===== config.mk =====
export PLATFORM = sky130hd
export DESIGN_NAME = bram_arbiter
export DESIGN_NICKNAME = d
export VERILOG_FILES = /design/src/rtl/bram_arb_pkg.sv /design/src/rtl/bram_rr_grant.sv /design/src/rtl/bram_arbiter.sv
export SDC_FILE = /design/constraint.sdc
export NUM_CORES = 1
export LEC_CHECK = 0
export CORE_AREA = 4 4 85 87
export DETAILED_ROUTE_END_ITERATION = 12
export DIE_AREA = 0 0 89 91
export PLACE_DENSITY = 0.76
export SYNTH_ARGS = -nofsm -noshare
export SYNTH_HDL_FRONTEND = slang
export SYNTH_SLANG_ARGS = --single-unit
export TNS_END_PERCENT = 100

===== constraint.sdc =====
create_clock -name clock -period 2.7 [get_ports clock]
set_clock_uncertainty 0.15 [all_clocks]
set_input_delay 0.81 -clock clock [delete_from_list [all_inputs] [get_ports clock]]
set_output_delay 0.81 -clock clock [all_outputs]
set_load 0.02 [all_outputs]

===== src/rtl/bram_arb_pkg.sv =====
// Shared types and constants for the two-port block RAM arbiter.
package bram_arb_pkg;

    typedef enum logic [1:0] {
        FREE  = 2'd0,
        LOCK0 = 2'd1,
        LOCK1 = 2'd2
    } arb_state_e;

    localparam logic PORT0 = 1'b0;
    localparam logic PORT1 = 1'b1;

    localparam int unsigned LOCK_MAX_DEF = 16;

    // Counter must be able to hold the value LOCK_MAX itself.
    function automatic int unsigned lock_cnt_width(input int unsigned lock_max);
        return $clog2(lock_max + 1);
    endfunction

    localparam int unsigned LOCK_CNT_W = lock_cnt_width(LOCK_MAX_DEF);

endpackage


===== src/rtl/bram_rr_grant.sv =====
// Two-way round-robin pick: on a tie the port that did not win last time is chosen.
module bram_rr_grant
    import bram_arb_pkg::*;
(
    input  logic req0,
    input  logic req1,
    input  logic last_grant,
    output logic gnt0,
    output logic gnt1
);

    always_comb begin
        gnt0 = 1'b0;
        gnt1 = 1'b0;
        if (req0 && req1) begin
            if (last_grant == PORT0) begin
                gnt1 = 1'b1;
            end else begin
                gnt0 = 1'b1;
            end
        end else begin
            gnt0 = req0;
            gnt1 = req1;
        end
    end

endmodule


===== src/rtl/bram_arbiter.sv =====
// Arbitrates two requesters onto one single-port block RAM with bounded burst
// locking, and steers the one-cycle-late read data back to the issuing port.
module bram_arbiter
    import bram_arb_pkg::*;
#(
    parameter int unsigned RAM_WIDTH     = 16,
    parameter int unsigned RAM_ADDR_BITS = 17,
    parameter int unsigned LOCK_MAX      = LOCK_MAX_DEF
) (
    input  logic                     clock,
    input  logic                     reset_n,
    input  logic                     req0,
    input  logic                     req1,
    input  logic                     we0,
    input  logic                     we1,
    input  logic [RAM_ADDR_BITS-1:0] addr0,
    input  logic [RAM_ADDR_BITS-1:0] addr1,
    input  logic [RAM_WIDTH-1:0]     wdata0,
    input  logic [RAM_WIDTH-1:0]     wdata1,
    input  logic                     lock0,
    input  logic                     lock1,
    output logic                     ack0,
    output logic                     ack1,
    output logic                     rvalid0,
    output logic                     rvalid1,
    output logic [RAM_WIDTH-1:0]     rdata0,
    output logic [RAM_WIDTH-1:0]     rdata1,
    output logic                     ram_enable,
    output logic                     ram_we,
    output logic [RAM_ADDR_BITS-1:0] ram_addr,
    output logic [RAM_WIDTH-1:0]     ram_wdata,
    input  logic [RAM_WIDTH-1:0]     ram_rdata
);

    localparam int unsigned CNT_W = lock_cnt_width(LOCK_MAX);

    arb_state_e       state_q, state_d;
    logic             last_grant_q, last_grant_d;
    logic [CNT_W-1:0] lock_cnt_q, lock_cnt_d;
    logic             rvalid0_q, rvalid0_d;
    logic             rvalid1_q, rvalid1_d;

    logic rr_gnt0, rr_gnt1;
    logic gnt0, gnt1;
    logic cnt_full;

    bram_rr_grant u_rr (
        .req0       (req0),
        .req1       (req1),
        .last_grant (last_grant_q),
        .gnt0       (rr_gnt0),
        .gnt1       (rr_gnt1)
    );

    assign cnt_full = (lock_cnt_q == CNT_W'(LOCK_MAX));

    // Grant selection and state/counter update.
    always_comb begin
        state_d      = state_q;
        last_grant_d = last_grant_q;
        lock_cnt_d   = lock_cnt_q;
        gnt0         = 1'b0;
        gnt1         = 1'b0;

        case (state_q)
            FREE: begin
                gnt0 = rr_gnt0;
                gnt1 = rr_gnt1;
                if (rr_gnt0 && lock0) begin
                    state_d    = LOCK0;
                    lock_cnt_d = '0;
                end else if (rr_gnt1 && lock1) begin
                    state_d    = LOCK1;
                    lock_cnt_d = '0;
                end
            end
            LOCK0: begin
                if (req0 && lock0) begin
                    if (req1 && cnt_full) begin
                        gnt1       = 1'b1;
                        state_d    = FREE;
                        lock_cnt_d = '0;
                    end else begin
                        gnt0 = 1'b1;
                        if (req1) lock_cnt_d = lock_cnt_q + CNT_W'(1);
                    end
                end else begin
                    // Owner let go: a waiting port takes this very cycle.
                    gnt1       = req1;
                    gnt0       = req0 & ~req1;
                    state_d    = FREE;
                    lock_cnt_d = '0;
                end
            end
            LOCK1: begin
                if (req1 && lock1) begin
                    if (req0 && cnt_full) begin
                        gnt0       = 1'b1;
                        state_d    = FREE;
                        lock_cnt_d = '0;
                    end else begin
                        gnt1 = 1'b1;
                        if (req0) lock_cnt_d = lock_cnt_q + CNT_W'(1);
                    end
                end else begin
                    gnt0       = req0;
                    gnt1       = req1 & ~req0;
                    state_d    = FREE;
                    lock_cnt_d = '0;
                end
            end
            default: begin
                state_d    = FREE;
                lock_cnt_d = '0;
            end
        endcase

        if (!reset_n) begin
            gnt0 = 1'b0;
            gnt1 = 1'b0;
        end

        if (gnt0) begin
            last_grant_d = PORT0;
        end else if (gnt1) begin
            last_grant_d = PORT1;
        end

        rvalid0_d = gnt0 & ~we0;
        rvalid1_d = gnt1 & ~we1;
    end

    always_ff @(posedge clock) begin
        if (!reset_n) begin
            state_q      <= FREE;
            last_grant_q <= PORT1;
            lock_cnt_q   <= '0;
            rvalid0_q    <= 1'b0;
            rvalid1_q    <= 1'b0;
        end else begin
            state_q      <= state_d;
            last_grant_q <= last_grant_d;
            lock_cnt_q   <= lock_cnt_d;
            rvalid0_q    <= rvalid0_d;
            rvalid1_q    <= rvalid1_d;
        end
    end

    assign ack0       = gnt0;
    assign ack1       = gnt1;
    assign ram_enable = gnt0 | gnt1;
    assign ram_we     = (gnt0 & we0) | (gnt1 & we1);
    assign ram_addr   = gnt0 ? addr0  : (gnt1 ? addr1  : '0);
    assign ram_wdata  = gnt0 ? wdata0 : (gnt1 ? wdata1 : '0);

    assign rvalid0 = rvalid0_q;
    assign rvalid1 = rvalid1_q;
    assign rdata0  = rvalid0_q ? ram_rdata : '0;
    assign rdata1  = rvalid1_q ? ram_rdata : '0;

endmodule


==> results.sh <==
export IMPL_relSlewSlack=0.723
export IMPL_cp_cell_sequence="inv_2, ha_4, and4bb_4, buf_6, o221a_4, nor2_4, buf_6, buf_12, buf_12, buf_12, o31ai_4, buf_6"
export IMPL_drc=0
export IMPL_p_sw_frac=0.434
export IMPL_synth_cells=244
export IMPL_synth_simple_area_share=0.285
export IMPL_crit_fanout=5
export IMPL_grtUsageTotal=0.229
export IMPL_violations="negative setup slack"
export IMPL_routed_wl_um=9460
export IMPL_viasPerCell=5.29
export IMPL_use_met2=0.450
export IMPL_hold_violations=0
export IMPL_area_growth_synth_to_final_pct=163
export IMPL_dpl_worst_slack_ns=-1.40
export IMPL_synth_edf_count=0
export IMPL_netSwitchingPower_w=0.000963
export IMPL_clkPwrFrac=0.069
export IMPL_grt_max_degree=22
export IMPL_cts_tree="done"
export IMPL_dieHeight_um=91
export IMPL_synthArstFlopShare=0
export IMPL_fmax_mhz=315
export IMPL_die_x_um=89
export IMPL_setup_tns_final_ns=-14.92
export IMPL_diodes=0
export IMPL_hp_class="reg2reg"
export IMPL_ys_ff_latch=10
export IMPL_num_rows=29
export IMPL_critical_path_class="reg2out"
export IMPL_antenna_left=0
export IMPL_cts_buffers=3
export IMPL_core_area_mm2=0.00635
export IMPL_place_hpwl_um=6620
export IMPL_maxCapViolCount=0
export IMPL_p_int_w=0.00126
export IMPL_regArea_um2=203
export IMPL_ys_seq_area_frac=0.110
export IMPL_insertion_delay_ns=0.23
export IMPL_fin_ws_ns=-0.470
export IMPL_grt_pass1_vias=3007
export IMPL_p_leak_nw=1.90
export IMPL_ys_flop_type="dfxtp_1"
export IMPL_worst_hold_slack_ns=0.385
export IMPL_power_density_mw_per_mm2=463
export IMPL_place_gp_congestion=0.940
export IMPL_clockBufferDepth=2
export IMPL_period_minus_slack_ns=3.17
export IMPL_synth_top_cell_area_share=0.199
export IMPL_synthDistinctLibCells=34
export IMPL_cp_arrival_ns=2.21
export IMPL_yosys_warnings=0
export IMPL_synth_compound_area_frac=0.478
export IMPL_cts_hold_buf=0
export IMPL_final_fill_count=443
export IMPL_antenna_found_initial=0
export IMPL_first_iter_violations=63
export IMPL_maxSlewViolCount=0
export IMPL_synth_fa_ha_area_frac=0.0412
export IMPL_pwr_share_comb=0.850
export IMPL_rsz0062_at_grt="true"
export IMPL_vias=2774
export IMPL_cp_start_kind="flop"
export IMPL_tightest_slew_ns=0.415
export IMPL_htreeDepth=1
export IMPL_multiInputGateArea_mm2=0.00191
export IMPL_root_buffer="clkbuf_8"
export IMPL_yosys_area_top_type="o31ai_2"
export IMPL_peakVddDrop_mv=0.328
export IMPL_finalSetupViolCount=37
export IMPL_synth_nets=340
export IMPL_slowest_stage="dfxtp_2"
export IMPL_most_common_layout_cells="clkdlybuf4s50_1, buf_6, o211ai_1, nand2_1, buf_4"
export IMPL_final_common_cell="clkdlybuf4s50_1"
export IMPL_initial_core_util=0.287
export IMPL_cp_num_buf_inv=7
export IMPL_wl_per_cell_um=18.1
export IMPL_cts_sinks=10
export IMPL_post_route_period_util=1.17
export IMPL_worstPathRequired_ns=1.74
export IMPL_synth_top_family_by_area="compound AO/OA/AOI/OAI gates"
export IMPL_port_buffers=160
export IMPL_synth_xor_area_frac=0
export IMPL_drive_above_1_share=0.391
export IMPL_synth_area_per_cell_um2=7.47
export IMPL_busiest_layer="met2"
export IMPL_p_seq_frac=0.081
export IMPL_first_pass_iters=4
export IMPL_grt_first_pass_wirelength_um=14900
export IMPL_p_total_w=0.00222
export IMPL_io_pins=161
export IMPL_synth_area_top_cells="o31ai_2, o211ai_1, and2_1, dfxtp_1, nand2_1"
export IMPL_rrSetupSlack_ns=0.59
export IMPL_met1_usage=0.237
export IMPL_grtUsageMet3=0.0534
export IMPL_slowest_delay_ns=0.32
export IMPL_grt_ovfl_total=0
export IMPL_synthMuxAreaShare=0
export IMPL_synth_area_mm2=0.00182
export IMPL_fin_nets=545
export IMPL_die_area_mm2=0.00810
export IMPL_clkTransAtPathRegs_ns=0.05
export IMPL_crit_family="buffers and inverters"
export IMPL_critPathCaptureType="output pin"
export IMPL_status="finished with violations"
-- layout make-up --
| type | count | share of cell area |
|---|---|---|
| Inverter | 6 | 0.00470 |
| Multi-Input combinational cell | 203 | 0.399 |
| Clock buffer | 3 | 0.00861 |
| Timing Repair Buffer | 225 | 0.525 |
| Tap cell | 77 | 0.0201 |
| Sequential cell | 10 | 0.0423 |
-- cell families after synthesis --
family / after synthesis
simple gates: 100
compound gates: 97
buf+inv: 31
flops: 10
fa+ha+maj: 6
-- worst min-delay path, cell delays in order, from the launching register on --
cell,delay (ns)
dfxtp_1,0.34
inv_1,0.06
a32oi_1,0.08
-- power groups by stage --
stage / Clock [W] / Sequential, W / Combinational [W]
after floorplan: 0 / 0.000177 / 0.000882
after global placement: 0 / 0.000180 / 0.00140
after detailed placement: 0 / 0.000180 / 0.00142
after CTS: 0.000161 / 0.000178 / 0.00188
after global routing: 0.000167 / 0.000181 / 0.00198
final: 0.000154 / 0.000179 / 0.00189
-- final timing paths --
check / from / endpoint / cells past startpoint
max: lock_cnt_q[1]$_SDFFE_PN0P_ / ram_wdata[2] / 12
min: last_grant_q$_SDFFE_PN1P_ / last_grant_q$_SDFFE_PN1P_ / 2
max reg2reg: state_q[1]$_SDFFE_PN0P_ / lock_cnt_q[0]$_SDFFE_PN0P_ / 9
min reg2reg: last_grant_q$_SDFFE_PN1P_ / last_grant_q$_SDFFE_PN1P_ / 2
-- synthesized netlist by cell type, types with 2 or more instances --
cell type and number:
nand3_1 4, nand2_1 41, dfxtp_1 10, o31ai_2 29, nor3_1 2, and2_1 33
o31ai_1 5, clkbuf_1 17, nor2b_1 6, or3_1 3, o211ai_1 40, o221a_2 2
o22ai_1 3, o21ai_0 4, ha_1 6, buf_2 3, o21bai_1 3, inv_1 6
buf_6 5, a21oi_1 4, nor2_1 5
-- metal layers --
layer	wire length, um	part of all wire
met1	3420	0.36
met2	5140	0.54
met5	0	0
met4	156	0.016
met3	741	0.078
-- flip-flops by register name, indices dropped and copies added (netlist names) --
name          flops
lock_cnt_q        5
state_q           2
last_grant_q      1
rvalid0           1
rvalid1           1
-- through the flow --
step / utilization / std cells / instance area (um^2)
final: 0.755 / 524 / 4800
after CTS: 0.753 / 523 / 4780
after global placement: 0.655 / 497 / 4160
after global routing: 0.755 / 524 / 4800
after floorplan: - / 244 / 2250
after detailed placement: 0.655 / 497 / 4160
-- what timing repair did --
item | 4_1_cts | 5_1_grt
pin swaps | 38 | 9
cloned | 10 | 0
endpoints found under the setup margin | 76 | 60
resized for setup | 321 | 33
setup buffers | 13 | 1
(Power assumes the default switching activity.)
